==> src/rtl/shift_pkg.sv <==
// Shared constants and helpers for the shift register primitive.
// Direction names are compared against the SHIFT_DIRECTION parameter at
// elaboration, and the truncation helper trims preset values to the register width.
package shift_pkg;

    localparam string DIR_LEFT  = "LEFT";
    localparam string DIR_RIGHT = "RIGHT";

    // Keep only the low 'width' bits of a preset value; wider registers keep everything.
    function automatic logic [31:0] trunc_load(input logic [31:0] value, input int width);
        logic [31:0] mask_s;
        if (width >= 32) begin
            mask_s = 32'hFFFF_FFFF;
        end else begin
            mask_s = (32'd1 << width) - 32'd1;
        end
        return value & mask_s;
    endfunction

endpackage

==> src/rtl/shift.sv <==
// Parameterizable shift register with parallel load, synchronous set/clear,
// top-priority set/clear (aset/aclr) and serial in/out.
// Build option: define SHIFT_ASYNC_CTRL_EN to make aclr/aset act asynchronously.
// Without it, aclr/aset are sampled at the clock edge like every other control.
module shift
    import shift_pkg::*;
#(
    parameter int    SHIFT_WIDTH     = 4,
    parameter string SHIFT_DIRECTION = "LEFT",
    parameter int    LOAD_AVALUE     = 11,
    parameter int    LOAD_SVALUE     = 14
) (
    input  logic                   sclr,
    input  logic                   sset,
    input  logic                   shiftin,
    input  logic                   load,
    input  logic [SHIFT_WIDTH-1:0] data,
    input  logic                   clk,
    input  logic                   en,
    input  logic                   aclr,
    input  logic                   aset,
    output logic                   shiftout,
    output logic [SHIFT_WIDTH-1:0] q,
    input  logic                   rst_n
);

    localparam bit IS_LEFT  = (SHIFT_DIRECTION == DIR_LEFT);
    localparam bit IS_RIGHT = (SHIFT_DIRECTION == DIR_RIGHT);

    localparam logic [SHIFT_WIDTH-1:0] AVAL =
        SHIFT_WIDTH'(trunc_load(32'(LOAD_AVALUE), SHIFT_WIDTH));
    localparam logic [SHIFT_WIDTH-1:0] SVAL =
        SHIFT_WIDTH'(trunc_load(32'(LOAD_SVALUE), SHIFT_WIDTH));

    // Reject unsupported parameterizations at elaboration time.
    generate
        if (!(IS_LEFT || IS_RIGHT)) begin : g_bad_direction
            $error("shift: SHIFT_DIRECTION must be \"LEFT\" or \"RIGHT\"");
        end
        if (SHIFT_WIDTH < 2) begin : g_bad_width
            $error("shift: SHIFT_WIDTH must be at least 2");
        end
    endgenerate

    logic [SHIFT_WIDTH-1:0] q_d;
    logic [SHIFT_WIDTH-1:0] q_q;

    // Next-state mux resolving every control strictly by priority.
    always_comb begin
        q_d = q_q;
        if (aclr) begin
            q_d = {SHIFT_WIDTH{1'b0}};
        end else if (aset) begin
            q_d = AVAL;
        end else if (!rst_n) begin
            q_d = {SHIFT_WIDTH{1'b0}};
        end else if (sclr) begin
            q_d = {SHIFT_WIDTH{1'b0}};
        end else if (sset) begin
            q_d = SVAL;
        end else if (load) begin
            q_d = data;
        end else if (en) begin
            if (IS_LEFT) begin
                q_d = {q_q[SHIFT_WIDTH-2:0], shiftin};
            end else begin
                q_d = {shiftin, q_q[SHIFT_WIDTH-1:1]};
            end
        end else begin
            q_d = q_q;
        end
    end

`ifdef SHIFT_ASYNC_CTRL_EN
    // Register with aclr/aset forcing the contents immediately, clock or not.
    always_ff @(posedge clk or posedge aclr or posedge aset) begin
        if (aclr) begin
            q_q <= {SHIFT_WIDTH{1'b0}};
        end else if (aset) begin
            q_q <= AVAL;
        end else begin
            q_q <= q_d;
        end
    end
`else
    // Fully synchronous register; aclr/aset/rst_n are already folded into q_d.
    always_ff @(posedge clk) begin
        if (!rst_n && !aclr && !aset) begin
            q_q <= {SHIFT_WIDTH{1'b0}};
        end else begin
            q_q <= q_d;
        end
    end
`endif

    assign q        = q_q;
    assign shiftout = IS_LEFT ? q_q[SHIFT_WIDTH-1] : q_q[0];

endmodule

==> config.mk <==
export PLATFORM = sky130hd
export DESIGN_NAME = shift
export DESIGN_NICKNAME = d
export VERILOG_FILES = /design/src/rtl/shift_pkg.sv /design/src/rtl/shift.sv
export SDC_FILE = /design/constraint.sdc
export NUM_CORES = 1
export LEC_CHECK = 0
export ABC_AREA = 1
export BUFFER_PORTS_ARGS = -buffer_cell sky130_fd_sc_hd__buf_2
export CAP_MARGIN = 5
export CORE_AREA = 3 3 40 42
export DETAILED_ROUTE_END_ITERATION = 10
export DIE_AREA = 0 0 43 45
export SLEW_MARGIN = 15
export SYNTH_ARGS = -nofsm -noshare
export SYNTH_HDL_FRONTEND = slang
export SYNTH_SLANG_ARGS = --single-unit
==> constraint.sdc <==
create_clock -name clk -period 0.8 [get_ports clk]
set_input_delay 0.04 -clock clk [delete_from_list [all_inputs] [get_ports clk]]
set_output_delay 0.04 -clock clk [all_outputs]
set_load 0.01 [all_outputs]
=== Yosys cells after proc, flatten, opt, wreduce, memory -nomap -nowiden ===
Cells that the tools add are included.

* Input bits: 13
* Word-level logic and storage cells: 18
* Register bits: 4
* Output and inout port bits: 5

* Equality and inequality tests: 1
* Bitwise gates (word level): 1
* Reductions and logical operators: 8
* Multiplexer cells: 6

{| class="wikitable"
|+ Operators by type and width
! operator !! number
|-
| 4-bit 2-to-1 mux || 6
|-
| 6-bit inequality test, second input constant || 1
|-
| 5-bit OR reduction || 1
|-
| 1-bit logical NOT || 3
|-
| 3-bit nonzero test || 1
|-
| 1-bit logical AND || 2
|-
| 2-bit OR reduction || 1
|-
| 1-bit inverter || 1
|}

=== Logic depth before layout (Yosys ltp) ===
Gate-level depths: netlist of the first run.

* Word-level depth: 6
* Mapped depth: 8
* Mapped depth without buffers: 7

=== Worst setup path before layout of the first run ===
OpenSTA, ideal clock, no wires.

* Kind: register -> register
* Start point: register q_q[0] (netlist: q[0])
* End point: register q_q[1] (netlist: q[1])
* Library setup time: 64 ps
* Clock period less this slack: 770 ps
* Path buffers: 0
* Arrival: 706 ps
* Data required time: 736 ps
* Path slack: 30 ps
* Stages on the path, launching flop included: 7
* Path through: dfxtp_1 > inv_1 > nor2_1 > nor2_1 > nor2_1 > nor2_1 > nor2_1

* Cells in the longest elaborated chain, start to end: 6

{| class="wikitable"
|+ Ends and longest elaborated chain
! item !! RTL line !! text
|-
| start: declaration || shift.sv:46 || <nowiki>logic [SHIFT_WIDTH-1:0] q_q;</nowiki>
|-
| start signal: assignment || shift.sv:89 || <nowiki>q_q <= {SHIFT_WIDTH{1'b0}};</nowiki>
|-
| start signal: assignment || shift.sv:91 || <nowiki>q_q <= q_d;</nowiki>
|-
| 4-bit 2-to-1 mux || shift.sv:63 || <nowiki>end else if (en) begin</nowiki>
|-
| 4-bit 2-to-1 mux || shift.sv:61 || <nowiki>end else if (load) begin</nowiki>
|-
| 4-bit 2-to-1 mux || shift.sv:59 || <nowiki>end else if (sset) begin</nowiki>
|-
| 4-bit 2-to-1 mux || shift.sv:57 || <nowiki>end else if (sclr) begin</nowiki>
|-
| 4-bit 2-to-1 mux || shift.sv:55 || <nowiki>end else if (!rst_n) begin</nowiki>
|-
| 4-bit 2-to-1 mux || shift.sv:53 || <nowiki>end else if (aset) begin</nowiki>
|}

No other way between the ends. The select of a mux whose other input is x is not followed.
A chain may end at the register's enable or synchronous reset.

=== Final worst setup path of the first run ===
* Start point: register q_q[1] (netlist: q[1])
* End point: output q[1]

{| class="wikitable"
|+ RTL lines
! item !! RTL line !! text
|-
| end: declaration || shift.sv:23 || <nowiki>output logic [SHIFT_WIDTH-1:0] q,</nowiki>
|}

No word-level cell between the ends.

==> flow_metrics.tcl, run 1 <==
set metrics [dict create \
    hold_viol 0 \
    synth_area_leader_cell "dfxtp_1" \
    place_hpwl_um 627.2 \
    clockBufferDepth 2 \
    port_buffers 17 \
    dpl-instance-area_um2 391.6 \
    worstSkewPairLatency_ns 0.23 \
    vias 347 \
    fmax_mhz 1307 \
    cp.required_ns 0.76 \
    core_area_um2 1285 \
    end_kind "primary output" \
    cp_cell_sequence "buf_2" \
    skew_ns 0.005606 \
    cts_num_sinks 4 \
    min_period_ns 0.7650 \
    critical_path_arrival_ns 0.73 \
    drt_iter0_drc 4 \
    finalSetupViolations 0 \
    p_seq_share_pct 36.6 \
    sw_frac_of_total_pct 27.01 \
    first_pass_iters 2 \
    rsz0062_at_grt "yes" \
    h-tree-depth 1 \
    fin_crit_sh_pct 95.63 \
    syn_area_um2 306.5 \
    drc 0 \
    num_antenna_cells 0 \
    critPathKind "reg -> out" \
    syn_inst 49 \
    synth_nets 62 \
    internal-power_uw 440.8 \
    gp_congestion 0.7363 \
    overflow 0 \
    grt_max_degree 9 \
    layout-drive-gt1-share_pct 46.27 \
    worst_slew_pin_slew_ns 0.2403 \
    grt_pass1_vias 333 \
    slowest_stage "dfxtp_1" \
    numCtsBuffers 3 \
    ant_nets 0 \
    drv_cap 0 \
    grt_pass1_wl_um 1317 \
    hold_path.class "in -> reg" \
    die_x_um 43 \
    fin_nets 82 \
    cp_max_fo 3 \
    start_util_pct 23.86 \
    final_cells 82 \
    slew-limit-headroom_pct 83.98 \
    leakage_uw 0.0002317 \
    worst_setup_path_start_kind "register" \
    die-height_um 45 \
    path_clk_slew_ns 0.04 \
    rows 13 \
    power_density_nw_per_um2 1424 \
    largest_reg_flops 4 \
    pwr-share-comb_pct 23.0 \
    dpl.cell_count 79 \
    via_per_inst 4.232 \
    grt_usage_pct 9.667 \
    synthToLayoutAreaGrowth_pct 38.37 \
    crit_family "flip-flops" \
    antenna_found_initial 0 \
    postCtsSetupRepairBufs 0 \
    yosys_warnings 0 \
    power.share.clock_pct 40.3 \
    slowest_delay_ns 0.35 \
    yosysTopAreaCellShare_pct 26.12 \
    wl_per_cell_um 9.402 \
    report.final.slew_viol_count 0 \
    path_buf_inv 1 \
    yosys_register_bits 4 \
    holdWs_ns 0.07774 \
    ys_seq_area_share_pct 26.12 \
    p_sw_uw 163.1 \
    power.total_uw 603.9 \
    cts_tree "built" \
    cts-root-buf "clkbuf_4" \
    ir_drop_uv 766.8 \
    syn_avg_cell_area_um2 6.256 \
    routed_wl_um 771 \
    dieArea_um2 1935 \
    final_area_um2 424.2 \
    synthTopCellsByArea "dfxtp_1, nor2_1, nand2_1" \
    status "finished clean" \
    pin_count 18 \
    synth_cell_types 17 \
]
[logic make-up after synthesis]
logic type             count (synthesis)  synth area share, %
AND/OR/NAND/NOR                       27                44.49
AO/OA/AOI/OAI                          7                12.24
flip-flops                             4                26.12
buffers and inverters                 11                17.15
[final timing paths]
path                            start   end  slack (ns)  cells past startpoint
worst min-delay path             aclr  q[2]        0.08                      4
worst max-delay path             q[1]  q[1]        0.03                      1
worst min register to register   q[3]  q[3]        0.54                      2
worst max register to register   q[2]  q[3]        0.03                      6
[power by group through the flow]
stage | sequential [uW] | clock [uW] | combinational (uW)
2_1_floorplan | 227 | 0 | 81.3
3_3_place_gp | 223 | 0 | 136
3_5_place_dp | 223 | 0 | 137
4_1_cts | 220 | 255 | 138
5_1_grt | 223 | 279 | 159
6_report | 221 | 243 | 139
[timing repair]
action                     4_1_cts  5_1_grt
setup endpoints to repair        0        5
hold buffers                     0        0
resized for setup                0        5
[cells in the final DEF, fill, tap and decap left out, drive strengths merged]
cell type / instances
o211ai: 1
nand2: 9
inv: 9
buf: 17
nor2: 14
clkbuf: 3
nor3: 1
a21oi: 2
nand3: 3
o21ai: 4
dfxtp: 4
[through the flow]
| step | TNS [ns] | setup slack (ns) | util, % |
|---|---|---|---|
| 6_report | 0 | 0.03499 | 33.01 |
| 5_1_grt | -0.07498 | -0.03687 | 33.01 |
| 4_1_cts | 0 | 0.003539 | 32.23 |
| 3_5_place_dp | 0 | 0.01845 | 30.48 |
| 3_3_place_gp | 0 | 0.008494 | 30.48 |
| 2_1_floorplan | 0 | 0.03014 | - |
[area by class of cell]
cell class              count  area [um^2]
clock buffers               3        22.52
fillers                   155        860.8
inverters                   9        33.78
multi-input cells          34        181.4
flip-flops and latches      4        82.58
well taps                  15        18.77
repair buffers             17        85.08
[synth_stat cells]
library cell / number
o21ai_0: 1
buf_6: 1
dfxtp_1: 4
nor3_1: 1
inv_1: 7
nand3_1: 2
a21oi_1: 2
inv_2: 2
buf_4: 1
nand2_1: 8
o21ai_1: 3
nand2_4: 1
o211ai_1: 1
nand3_4: 1
nor2_4: 1
nor2_1: 12
nor2_2: 1
[per-layer routing]
metal  share of wire, %  GRT usage [%]
met2                 43          14.67
met4                2.9          7.229
met5                  0              0
met3                7.4          5.179
met1                 46          10.14
Power figures use the tool's default switching activity.
==> inputs of run 2 (changes only) <==
==> constraint.sdc (replaced) <==
create_clock -name clk -period 0.89 [get_ports clk]
set_input_delay 0.0445 -clock clk [delete_from_list [all_inputs] [get_ports clk]]
set_output_delay 0.0445 -clock clk [all_outputs]
set_load 0.01 [all_outputs]
==> flow_metrics.tcl, run 2 (same netlist as run 1, synthesis figures left out) <==
set metrics [dict create \
    status "finished clean" \
    die_x_um 43 \
    crit_start "q[0]" \
    largest_reg_flops 4 \
    holdPathStages 4 \
    cts_num_sinks 4 \
    antenna_found_initial 0 \
    drc 0 \
    cpMostUsedCell "nor2_1" \
    place_hpwl_um 596.4 \
    gp_congestion 0.7205 \
    core_area_um2 1285 \
    start_util_pct 23.86 \
    multi_input_area_um2 173.9 \
    end_kind "register" \
    slowest_delay_ns 0.31 \
    pin_count 18 \
    grt_max_degree 9 \
    h-tree-depth 1 \
    fin_crit_sh_pct 88.43 \
    vias 343 \
    skew_ns 0.0007708 \
    postCtsSetupRepairBufs 0 \
    critical_path_arrival_ns 0.91 \
    hold_viol 0 \
    ant_nets 0 \
    rr_endpoint "q[1]" \
    crit_family "simple AND/OR/NAND/NOR gates" \
    critPathKind "reg -> reg" \
    overflow 0 \
    numCtsBuffers 3 \
    finalSetupViolations 0 \
    regToRegSetupSlack_ns 0.10 \
    worst-path-stages 6 \
    path_clk_slew_ns 0.04 \
    worstSkewPairLatency_ns 0.23 \
    fmax_mhz 1271 \
    reg2reg_depth 6 \
    n_fill_cell 152 \
    setup_tns_ns 0 \
    power_density_nw_per_um2 1321 \
    worst_slew_pin_slew_ns 0.2390 \
    cts-root-buf "clkbuf_4" \
    reg2reg_from "q[0]" \
    min_period_ns 0.7871 \
    power.total_uw 546.9 \
    leakage_uw 0.0002276 \
    grt_pass1_vias 332 \
    grt_pass1_wl_um 1311 \
    clockBufferDepth 2 \
    first_pass_iters 2 \
    worst_setup_path_start_kind "register" \
    dieArea_um2 1935 \
    regArea_um2 80.08 \
    routed_wl_um 726 \
    crit_end "q[1]" \
    final_cell_mix "buf_2, nor2_1, nand2_1" \
    fin_nets 82 \
    die-height_um 45 \
    ir_drop_uv 449.4 \
    slowest_stage "dfxtp_1" \
    via_per_inst 4.183 \
    layout-drive-gt1-share_pct 38.81 \
    drv_cap 0 \
    slew-limit-headroom_pct 84.06 \
    holdBufCountCts 0 \
    final_common_cell "buf_2" \
    report.final.slew_viol_count 0 \
    cp_cell_sequence "inv_1 > nor2_1 > nor2_1 > nor2_1 > nor2_1 > nor2_1" \
    cts_resized 0 \
    cp.required_ns 1.02 \
    cp_max_fo 3 \
    cts_tree "built" \
    port_buffers 17 \
    drt_iter0_drc 2 \
    hold_path.class "in -> reg" \
    rsz0062_at_grt "no" \
    grt_usage_pct 9.825 \
    num_antenna_cells 0 \
    rows 13 \
    path_buf_inv 1 \
    synthToLayoutAreaGrowth_pct 35.10 \
    wl_per_cell_um 8.854 \
]
==> run 2: cell counts in the layout (fill, tap and decap cells not counted) <==
No cell type changed its count.
==> run 2: routing by layer <==
| metal | vias to the layer above | wire [um] | GRT usage (%) |
|---|---|---|---|
| met4 | 0 | 23 | 10.84 |
| met3 | 2 | 52 | 3.984 |
| met5 | - | 0 | 0 |
| met2 | 13 | 314 | 13.47 |
| li1 | 186 | - | - |
| met1 | 142 | 336 | 10.84 |
==> run 2: report_power, final <==
part,switching [uW],internal (uW)
clock network,77.3,151
registers,7.07,190
logic,67.5,53.4
==> run 2: cell type report <==
cell class | count | area share [%]
multi-input cells | 34 | 41.99
repair buffers | 17 | 20.54
well taps | 15 | 4.532
flip-flops and latches | 4 | 19.34
inverters | 9 | 8.157
clock buffers | 3 | 5.438
==> run 2: worst register-to-register path, delay by kind of cell (launching register included) <==
family | cells | cell delay (ns)
buffers and inverters | 1 | 0.05
and+or+nand+nor | 5 | 0.32
DFF | 1 | 0.31
==> run 2: through the flow <==
stage | setup WS, ns | instances | hold WS (ns) | instance area, um^2 | util, %
3_5_place_dp | 0.1044 | 79 | 0.3169 | 391.6 | 30.48
5_1_grt | 0.005435 | 82 | 0.09052 | 414.1 | 32.23
4_1_cts | 0.09259 | 82 | 0.06858 | 414.1 | 32.23
2_1_floorplan | 0.1201 | 49 | 0.1969 | 306.5 | -
6_report | 0.1029 | 82 | 0.07491 | 414.1 | 32.23
3_3_place_gp | 0.1037 | 79 | 0.3114 | 391.6 | 30.48
==> run 2: worst min-delay path by stage <==
stage,from,to,slack [ns]
6_report,aclr,q[2],0.07
5_1_grt,aclr,q[2],0.09
4_1_cts,aclr,q[2],0.07
3_5_place_dp,aclr,q[2],0.32
3_3_place_gp,aclr,q[2],0.31
2_1_floorplan,aclr,q[2],0.20
